--- src/rtl/bcd_serial_sub.sv ---
// Digit-serial BCD subtractor: A - B - bin, one digit per clock, LSD first.
// Latency NDIG+1 edges start->done; start is ignored while busy or done.
module bcd_serial_sub #(
  parameter int NDIG = 4
) (
  input  logic              clk,
  input  logic              rst,
  input  logic              start,
  input  logic [4*NDIG-1:0] a,
  input  logic [4*NDIG-1:0] b,
  input  logic              bin,
  output logic [4*NDIG-1:0] d,
  output logic              bout,
  output logic              err,
  output logic              busy,
  output logic              done
);

  localparam int CW = (NDIG > 1) ? $clog2(NDIG) : 1;

  typedef enum logic [1:0] {S_IDLE, S_RUN, S_DONE} state_t;

  state_t            state;
  logic [4*NDIG-1:0] a_l;
  logic [4*NDIG-1:0] b_l;
  logic [CW-1:0]     cnt;
  logic              borrow;

  logic [3:0] ad;
  logic [3:0] bd;
  logic [4:0] t;
  logic [3:0] dd;
  logic       bnext;
  logic       bad;
  logic       last;

  // Current digit difference; a negative 5-bit result is folded back by +10.
  always_comb begin
    ad    = a_l[cnt*4 +: 4];
    bd    = b_l[cnt*4 +: 4];
    t     = {1'b0, ad} - {1'b0, bd} - {4'b0000, borrow};
    bnext = t[4];
    dd    = t[4] ? (t[3:0] + 4'd10) : t[3:0];
    bad   = (ad > 4'd9) || (bd > 4'd9);
    last  = (cnt == CW'(NDIG - 1));
  end

  always_ff @(posedge clk or posedge rst) begin
    if (rst) begin
      state  <= S_IDLE;
      a_l    <= '0;
      b_l    <= '0;
      cnt    <= '0;
      borrow <= 1'b0;
      d      <= '0;
      bout   <= 1'b0;
      err    <= 1'b0;
      busy   <= 1'b0;
      done   <= 1'b0;
    end else begin
      case (state)
        S_IDLE: begin
          if (start) begin
            a_l    <= a;
            b_l    <= b;
            borrow <= bin;
            cnt    <= '0;
            d      <= '0;
            bout   <= 1'b0;
            err    <= 1'b0;
            busy   <= 1'b1;
            state  <= S_RUN;
          end
        end
        S_RUN: begin
          d[cnt*4 +: 4] <= dd;
          borrow        <= bnext;
          cnt           <= cnt + 1'b1;
          if (bad) err <= 1'b1;
          if (last) begin
            bout  <= bnext;
            busy  <= 1'b0;
            done  <= 1'b1;
            state <= S_DONE;
          end
        end
        S_DONE: begin
          done  <= 1'b0;
          state <= S_IDLE;
        end
        default: state <= S_IDLE;
      endcase
    end
  end

endmodule

--- config.mk ---
export PLATFORM = sky130hd
export DESIGN_NAME = bcd_serial_sub
export DESIGN_NICKNAME = d
export VERILOG_FILES = /design/src/rtl/bcd_serial_sub.sv
export SDC_FILE = /design/constraint.sdc
export NUM_CORES = 1
export LEC_CHECK = 0
export ABC_AREA = 1
export CAP_MARGIN = 40
export CORE_MARGIN = 4
export CORE_UTILIZATION = 47
export DETAILED_ROUTE_END_ITERATION = 7
export GPL_TIMING_DRIVEN = 1
export PLACE_DENSITY = 0.76
export REMOVE_ABC_BUFFERS = 1
export SLEW_MARGIN = 20
export SYNTH_ARGS = -nofsm -noshare
export SYNTH_HDL_FRONTEND = slang
export SYNTH_SLANG_ARGS = --single-unit
--- constraint.sdc ---
create_clock -name clk -period 2.6 [get_ports clk]
set_input_delay 0.78 -clock clk [delete_from_list [all_inputs] [get_ports clk]]
set_output_delay 0.78 -clock clk [all_outputs]
set_load 0.01 [all_outputs]
==> flow_metrics.py, run 1 <==
metrics = {
    "outcome": {
        "status": "finished with violations",
        "violated_checks": "negative setup slack",
    },
    "layout": {
        "finished_layout_cell_area_um2": 4040,
        "layout_commonest_cell": "sky130_fd_sc_hd__dfrtp_1",
        "mostFrequentLayoutCells": "sky130_fd_sc_hd__dfrtp_1, sky130_fd_sc_hd__clkdlybuf4s50_1, sky130_fd_sc_hd__nand2_1",
        "area_growth_pct": 40.3,
        "final-instance-count-excl-fill": 446,
        "drive_above_1_share_pct": 30.2,
        "design.final.nets": 413,
        "n_antenna_cell": 0,
    },
    "logic_synthesis": {
        "postSynthAreaPerCell_um2": 9.96,
        "postSynth.topFlopCell": "sky130_fd_sc_hd__dfrtp_1",
        "synth_warn": 0,
        "synth.ff_latch_count": 57,
        "syn_area_um2": 2880,
        "synth_sequential_area_ratio_pct": 49.6,
        "count_of_flip_flops_with_a_built_in_enable_after_synthesis": 0,
        "yosysUniqueCellTypes": 32,
        "synth_async_sr_flop_share_pct": 100,
        "post_synthesis_cell_count": 289,
    },
    "floorplan": {
        "fp.dieW_um": 86.3,
        "start_util_pct": 48.6,
        "fp-row-count": 28,
        "core_um2": 5920,
        "design.die.area_um2": 7440,
        "chipHeight_um": 86.3,
        "ios": 56,
    },
    "worst_setup_path": {
        "worst-r2r-setup-slack_ns": -0.05,
        "crit_path_kind": "reg2reg",
        "critical_path.endpoint_type": "register",
        "cp-start-kind": "register",
        "timing.critical_path.required_ns": 2.80,
        "worstPathMaxFanout": 7,
        "worstPathArrival_ns": 2.85,
    },
    "drt": {
        "routed-via-count": 2236,
        "drt_iter0_markers": 106,
        "detail_route.wl_per_cell_um": 14.3,
        "route.antenna.remaining_nets": 0,
        "drt-total-wl_um": 6370,
        "vias_per_cell": 5.01,
        "detail_route.first_pass.iterations": 4,
        "drt_drc_violations_left": 0,
    },
    "sta": {
        "clock-skew-final_ns": 0.00746,
        "max_slew_margin_pct": 72.4,
        "hold_viol": 0,
        "setup-violations-final": 2,
        "setup_ws_final_ns": -0.0453,
        "min_period_over_period_pct": 102,
        "whs_ns": 0.469,
        "grt_setup_unrepaired": "true",
        "achievable-frequency_mhz": 378,
        "final_period_minus_worst_setup_slack_ns": 2.65,
        "maxSlewViolCount": 0,
        "worst-slew-pin-transition_ns": 0.414,
    },
    "cts": {
        "tritoncts_clock_tree": "built",
        "maximum_clock_insertion_buffer_count": 2,
        "cts_hold_buf": 0,
        "worst_skew_pair.late_latency_ns": 0.33,
        "cts_buffers": 9,
        "htree_num_levels": 3,
        "cts_sinks": 57,
        "cts_root_buffer": "sky130_fd_sc_hd__clkbuf_8",
        "cts.clk_slew.worst_paths_ns": 0.07,
    },
    "placement": {
        "final_gp_congestion": 0.875,
        "dpl.hpwl_um": 4260,
        "postPlaceCellArea_um2": 3550,
        "io_buffer_count": 55,
        "dp_cells": 423,
    },
    "global_route": {
        "overflow": 0,
        "grt_max_degree": 58,
        "grt_first_pass_wirelength_um": 9770,
        "first_global_vias": 2142,
        "number_of_antenna_violations_at_the_first_check_in_global_routing": 0,
        "grt_usage_pct": 17.0,
    },
    "worst_hold_path": {
        "hold_class": "reg2reg",
    },
    "run": {
        "maxCapViolCount": 0,
    },
}
metrics by stage:
step / setup slack, ns / setup TNS, ns / utilization (%)
global route: -0.173 / -0.845 / 68.2
global placement: 0.0427 / 0 / 60.0
CTS: 0.00450 / 0 / 64.9
detailed placement: -0.0275 / -0.0737 / 60.0
floorplan: -0.323 / -2.33 / -
finish: -0.0453 / -0.0490 / 68.2
worst max-delay path, stage by stage, from the launching register on:
cell and delay (ns):
sky130_fd_sc_hd__dfrtp_2 0.46, sky130_fd_sc_hd__clkinv_4 0.11, sky130_fd_sc_hd__nand2_2 0.05, sky130_fd_sc_hd__a32o_2 0.27, sky130_fd_sc_hd__fa_2 0.35, sky130_fd_sc_hd__inv_2 0.06
sky130_fd_sc_hd__fa_2 0.43, sky130_fd_sc_hd__inv_2 0.08, sky130_fd_sc_hd__ha_4 0.12, sky130_fd_sc_hd__inv_2 0.04, sky130_fd_sc_hd__nand3_2 0.06, sky130_fd_sc_hd__nand2_2 0.07
sky130_fd_sc_hd__nand2_1 0.06, sky130_fd_sc_hd__nand2_1 0.07, sky130_fd_sc_hd__nand2_2 0.11, sky130_fd_sc_hd__buf_4 0.12, sky130_fd_sc_hd__o22ai_2 0.06
worst paths after layout:
| check | startpoint | cells after the start | end |
|---|---|---|---|
| max in group asynchronous | rst | 3 | cnt[0]$_DFFE_PP0P_ |
| hold / removal | busy$_DFFE_PP0P_ | 2 | busy$_DFFE_PP0P_ |
| setup reg to reg | cnt[0]$_DFFE_PP0P_ | 16 | d[3]$_DFFE_PP0P_ |
| min in group asynchronous | rst | 3 | busy$_DFFE_PP0P_ |
| hold reg to reg | busy$_DFFE_PP0P_ | 2 | busy$_DFFE_PP0P_ |
| setup / recovery | cnt[0]$_DFFE_PP0P_ | 16 | d[3]$_DFFE_PP0P_ |
sequential cells by signal, summed over array words and instances, names as in the netlist:
register and cells:
err 1, state 2, busy 1, cnt 2
borrow 1, b_l 16, done 1, d 16
a_l 16, bout 1
layout make-up:
cell class                      count  area, um^2
Fill cell                         449        1880
Clock buffer                       11         151
Tap cell                           75        93.8
Timing Repair Buffer               74         738
Inverter                           43         166
Sequential cell                    57        1430
Multi-Input combinational cell    181        1330
Clock inverter                      5         125
what timing repair did:
action | 4_1_cts | 5_1_grt
gates resized for setup | 5 | 35
pin swaps | 2 | 10
endpoints found under the setup margin | 8 | 13
setup buffers | 0 | 6
cloned | 0 | 1
cell usage after synthesis, types with 2 or more instances:
master / count / area (um^2)
sky130_fd_sc_hd__a21oi_1: 10 / 50.1
sky130_fd_sc_hd__a32o_1: 2 / 20.0
sky130_fd_sc_hd__buf_4: 3 / 22.5
sky130_fd_sc_hd__buf_6: 4 / 45.0
sky130_fd_sc_hd__dfrtp_1: 57 / 1430
sky130_fd_sc_hd__fa_1: 2 / 40.0
sky130_fd_sc_hd__ha_1: 9 / 113
sky130_fd_sc_hd__inv_1: 40 / 150
sky130_fd_sc_hd__inv_2: 3 / 11.3
sky130_fd_sc_hd__mux2_2: 26 / 293
sky130_fd_sc_hd__mux2_4: 4 / 60.1
sky130_fd_sc_hd__nand2_1: 56 / 210
sky130_fd_sc_hd__nand2_2: 3 / 18.8
sky130_fd_sc_hd__nand3_1: 13 / 65.1
sky130_fd_sc_hd__nor2_1: 13 / 48.8
sky130_fd_sc_hd__nor2_2: 2 / 12.5
sky130_fd_sc_hd__nor2_4: 2 / 22.5
sky130_fd_sc_hd__nor3_2: 2 / 20.0
sky130_fd_sc_hd__o21ai_0: 16 / 80.1
sky130_fd_sc_hd__o21ai_1: 5 / 25.0
sky130_fd_sc_hd__o21ai_2: 2 / 17.5
sky130_fd_sc_hd__o22ai_1: 5 / 31.3
routing by layer:
metal | GRT usage (%) | share of wire, %
met5 | 0 | 0
met4 | 7.79 | 2.0
met3 | 4.85 | 5.8
met2 | 27.0 | 49
met1 | 21.8 | 43
logic make-up after synthesis:
family          share of synthesized area (%)
compound gates                           9.30
xor+xnor                                0.870
fa+ha+maj                                5.30
buf+inv                                  8.13
flops                                    49.6
mux                                      12.3
simple gates                             14.6
Power of run 1 is not shown: default switching activity piles up to over one toggle a cycle in this logic, so the estimate is an artifact.
==> run 2: changes to the inputs <==
Clock period 2.6 ns to 2.2 ns, I/O delays scaled along.
==> flow_metrics.py, run 2 (synthesis results as in run 1) <==
metrics = {
    "layout": {
        "drive_above_1_share_pct": 32.0,
        "area_growth_pct": 41.5,
        "layout_commonest_cell": "sky130_fd_sc_hd__dfrtp_1",
        "final-instance-count-excl-fill": 453,
        "largest_registers": "a_l x16, b_l x16, d x16",
        "number_of_filler_cells_placed_in_the_layout": 420,
        "seq_area_um2": 1430,
        "n_antenna_cell": 0,
        "area_of_the_multi_input_gates_um2": 1360,
        "design.final.nets": 420,
        "mostFrequentLayoutCells": "sky130_fd_sc_hd__dfrtp_1, sky130_fd_sc_hd__clkdlybuf4s50_1, sky130_fd_sc_hd__nand2_1",
    },
    "floorplan": {
        "design.die.area_um2": 7440,
        "fp.dieW_um": 86.3,
        "ios": 56,
        "fp-row-count": 28,
        "chipHeight_um": 86.3,
        "core_um2": 5920,
        "start_util_pct": 48.6,
    },
    "cts": {
        "worst_skew_pair.late_latency_ns": 0.34,
        "cts_buffers": 9,
        "cts_root_buffer": "sky130_fd_sc_hd__clkbuf_8",
        "htree_num_levels": 3,
        "maximum_clock_insertion_buffer_count": 2,
        "cts.clk_slew.worst_paths_ns": 0.07,
        "cts_sinks": 57,
        "tritoncts_clock_tree": "built",
        "cts_hold_buf": 0,
    },
    "sta": {
        "clock-skew-final_ns": 0.00929,
        "whs_ns": 0.476,
        "hold_viol": 0,
        "setup_ws_final_ns": -0.450,
        "final.setup.tns_ns": -4.35,
        "max_slew_margin_pct": 73.4,
        "grt_setup_unrepaired": "true",
        "maxSlewViolCount": 0,
        "min_period_over_period_pct": 120,
        "achievable-frequency_mhz": 377,
        "final_period_minus_worst_setup_slack_ns": 2.65,
        "worst-slew-pin-transition_ns": 0.398,
        "setup-violations-final": 14,
    },
    "run": {
        "maxCapViolCount": 0,
    },
    "outcome": {
        "violated_checks": "negative setup slack",
        "status": "finished with violations",
    },
    "worst_setup_path": {
        "critPathSlowestCell": "sky130_fd_sc_hd__dfrtp_2",
        "timing.rr.end": "d[11]$_DFFE_PP0P_",
        "critPathTopFamily": "adder cells",
        "worstPathMaxFanout": 5,
        "critical_path_buf_inv_count": 4,
        "worstRegToRegCells": 16,
        "cp-start-kind": "register",
        "r2r_start": "cnt[0]$_DFFE_PP0P_",
        "critical_path.endpoint_type": "register",
        "crit_path_kind": "reg2reg",
        "timing.critical_path.slowest_cell_delay_ns": 0.46,
        "worstPathArrival_ns": 2.92,
        "worst-r2r-setup-slack_ns": -0.45,
        "worstPathCellList": "buf_6 -> o21ai_2 -> o22ai_2 -> fa_2 -> inv_2 -> fa_2 -> inv_2 -> ha_4 -> inv_2 -> nand4_1 -> nand2_1 -> nand2_1 -> nand2_2 -> nor2_4 -> nand2_1 -> o21ai_1",
        "timing.critical_path.required_ns": 2.47,
    },
    "global_route": {
        "overflow": 0,
        "first_global_vias": 2294,
        "grt_first_pass_wirelength_um": 10400,
        "number_of_antenna_violations_at_the_first_check_in_global_routing": 0,
        "grt_usage_pct": 17.9,
        "grt_max_degree": 58,
    },
    "worst_hold_path": {
        "min-delay-start": "busy$_DFFE_PP0P_",
        "whs_path_depth": 2,
        "hold_class": "reg2reg",
        "hold_path_end": "busy$_DFFE_PP0P_",
    },
    "placement": {
        "io_buffer_count": 55,
        "final_gp_congestion": 0.908,
        "dpl.hpwl_um": 4320,
        "dp_worst_setup_slack_ns": -0.509,
        "dp_cells": 431,
    },
    "drt": {
        "routed-via-count": 2285,
        "detail_route.first_pass.iterations": 4,
        "drt_drc_violations_left": 0,
        "drt-total-wl_um": 6460,
        "drt_iter0_markers": 150,
        "route.antenna.remaining_nets": 0,
        "vias_per_cell": 5.04,
        "detail_route.wl_per_cell_um": 14.3,
    },
}
==> run 2: worst register-to-register path, stage by stage (launching register included) <==
cell and delay [ns]:
sky130_fd_sc_hd__dfrtp_2 0.46, sky130_fd_sc_hd__buf_6 0.14, sky130_fd_sc_hd__o21ai_2 0.15, sky130_fd_sc_hd__o22ai_2 0.12, sky130_fd_sc_hd__fa_2 0.37, sky130_fd_sc_hd__inv_2 0.07
sky130_fd_sc_hd__fa_2 0.44, sky130_fd_sc_hd__inv_2 0.08, sky130_fd_sc_hd__ha_4 0.12, sky130_fd_sc_hd__inv_2 0.04, sky130_fd_sc_hd__nand4_1 0.12, sky130_fd_sc_hd__nand2_1 0.08
sky130_fd_sc_hd__nand2_1 0.07, sky130_fd_sc_hd__nand2_2 0.07, sky130_fd_sc_hd__nor2_4 0.11, sky130_fd_sc_hd__nand2_1 0.07, sky130_fd_sc_hd__o21ai_1 0.07
==> run 2: what timing repair did <==
action,CTS,global route
gates cloned,0,1
setup buffers,3,2
setup endpoints to repair,14,14
pin swaps,3,9
endpoints found under the hold margin,0,0
resized for setup,22,30
==> run 2: through the flow <==
step	area (um^2)	util, %
2_1_floorplan	2810	-
3_3_place_gp	3620	61.2
3_5_place_dp	3620	61.2
4_1_cts	3920	66.2
5_1_grt	4070	68.8
6_report	4070	68.8
==> run 2: area by class of cell <==
cell class | count | share of cell area (%)
Clock buffer | 10 | 3.13
Multi-Input combinational cell | 181 | 33.4
Clock inverter | 6 | 2.03
Sequential cell | 57 | 35.1
Inverter | 43 | 4.15
Timing Repair Buffer | 81 | 19.9
Tap cell | 75 | 2.30
==> run 2: metal layers <==
metal  share of wire (%)  GRT usage (%)
met5                   0              0
met4                 2.4           7.51
met3                 6.1           5.32
met2                  50           28.5
met1                  42           22.8
==> run 2: how the worst max path moves through the flow <==
stage	cells after the start	end	slack, ns	startpoint
after global routing	16	d[11]$_DFFE_PP0P_	-0.57	cnt[0]$_DFFE_PP0P_
after detailed placement	17	d[15]$_DFFE_PP0P_	-0.51	cnt[0]$_DFFE_PP0P_
after CTS	16	d[11]$_DFFE_PP0P_	-0.39	cnt[0]$_DFFE_PP0P_
after floorplan	16	d[15]$_DFFE_PP0P_	-0.72	cnt[0]$_DFFE_PP0P_
final	16	d[11]$_DFFE_PP0P_	-0.45	cnt[0]$_DFFE_PP0P_
after global placement	17	d[11]$_DFFE_PP0P_	-0.35	cnt[0]$_DFFE_PP0P_
Power of run 2 is left out for the same reason.
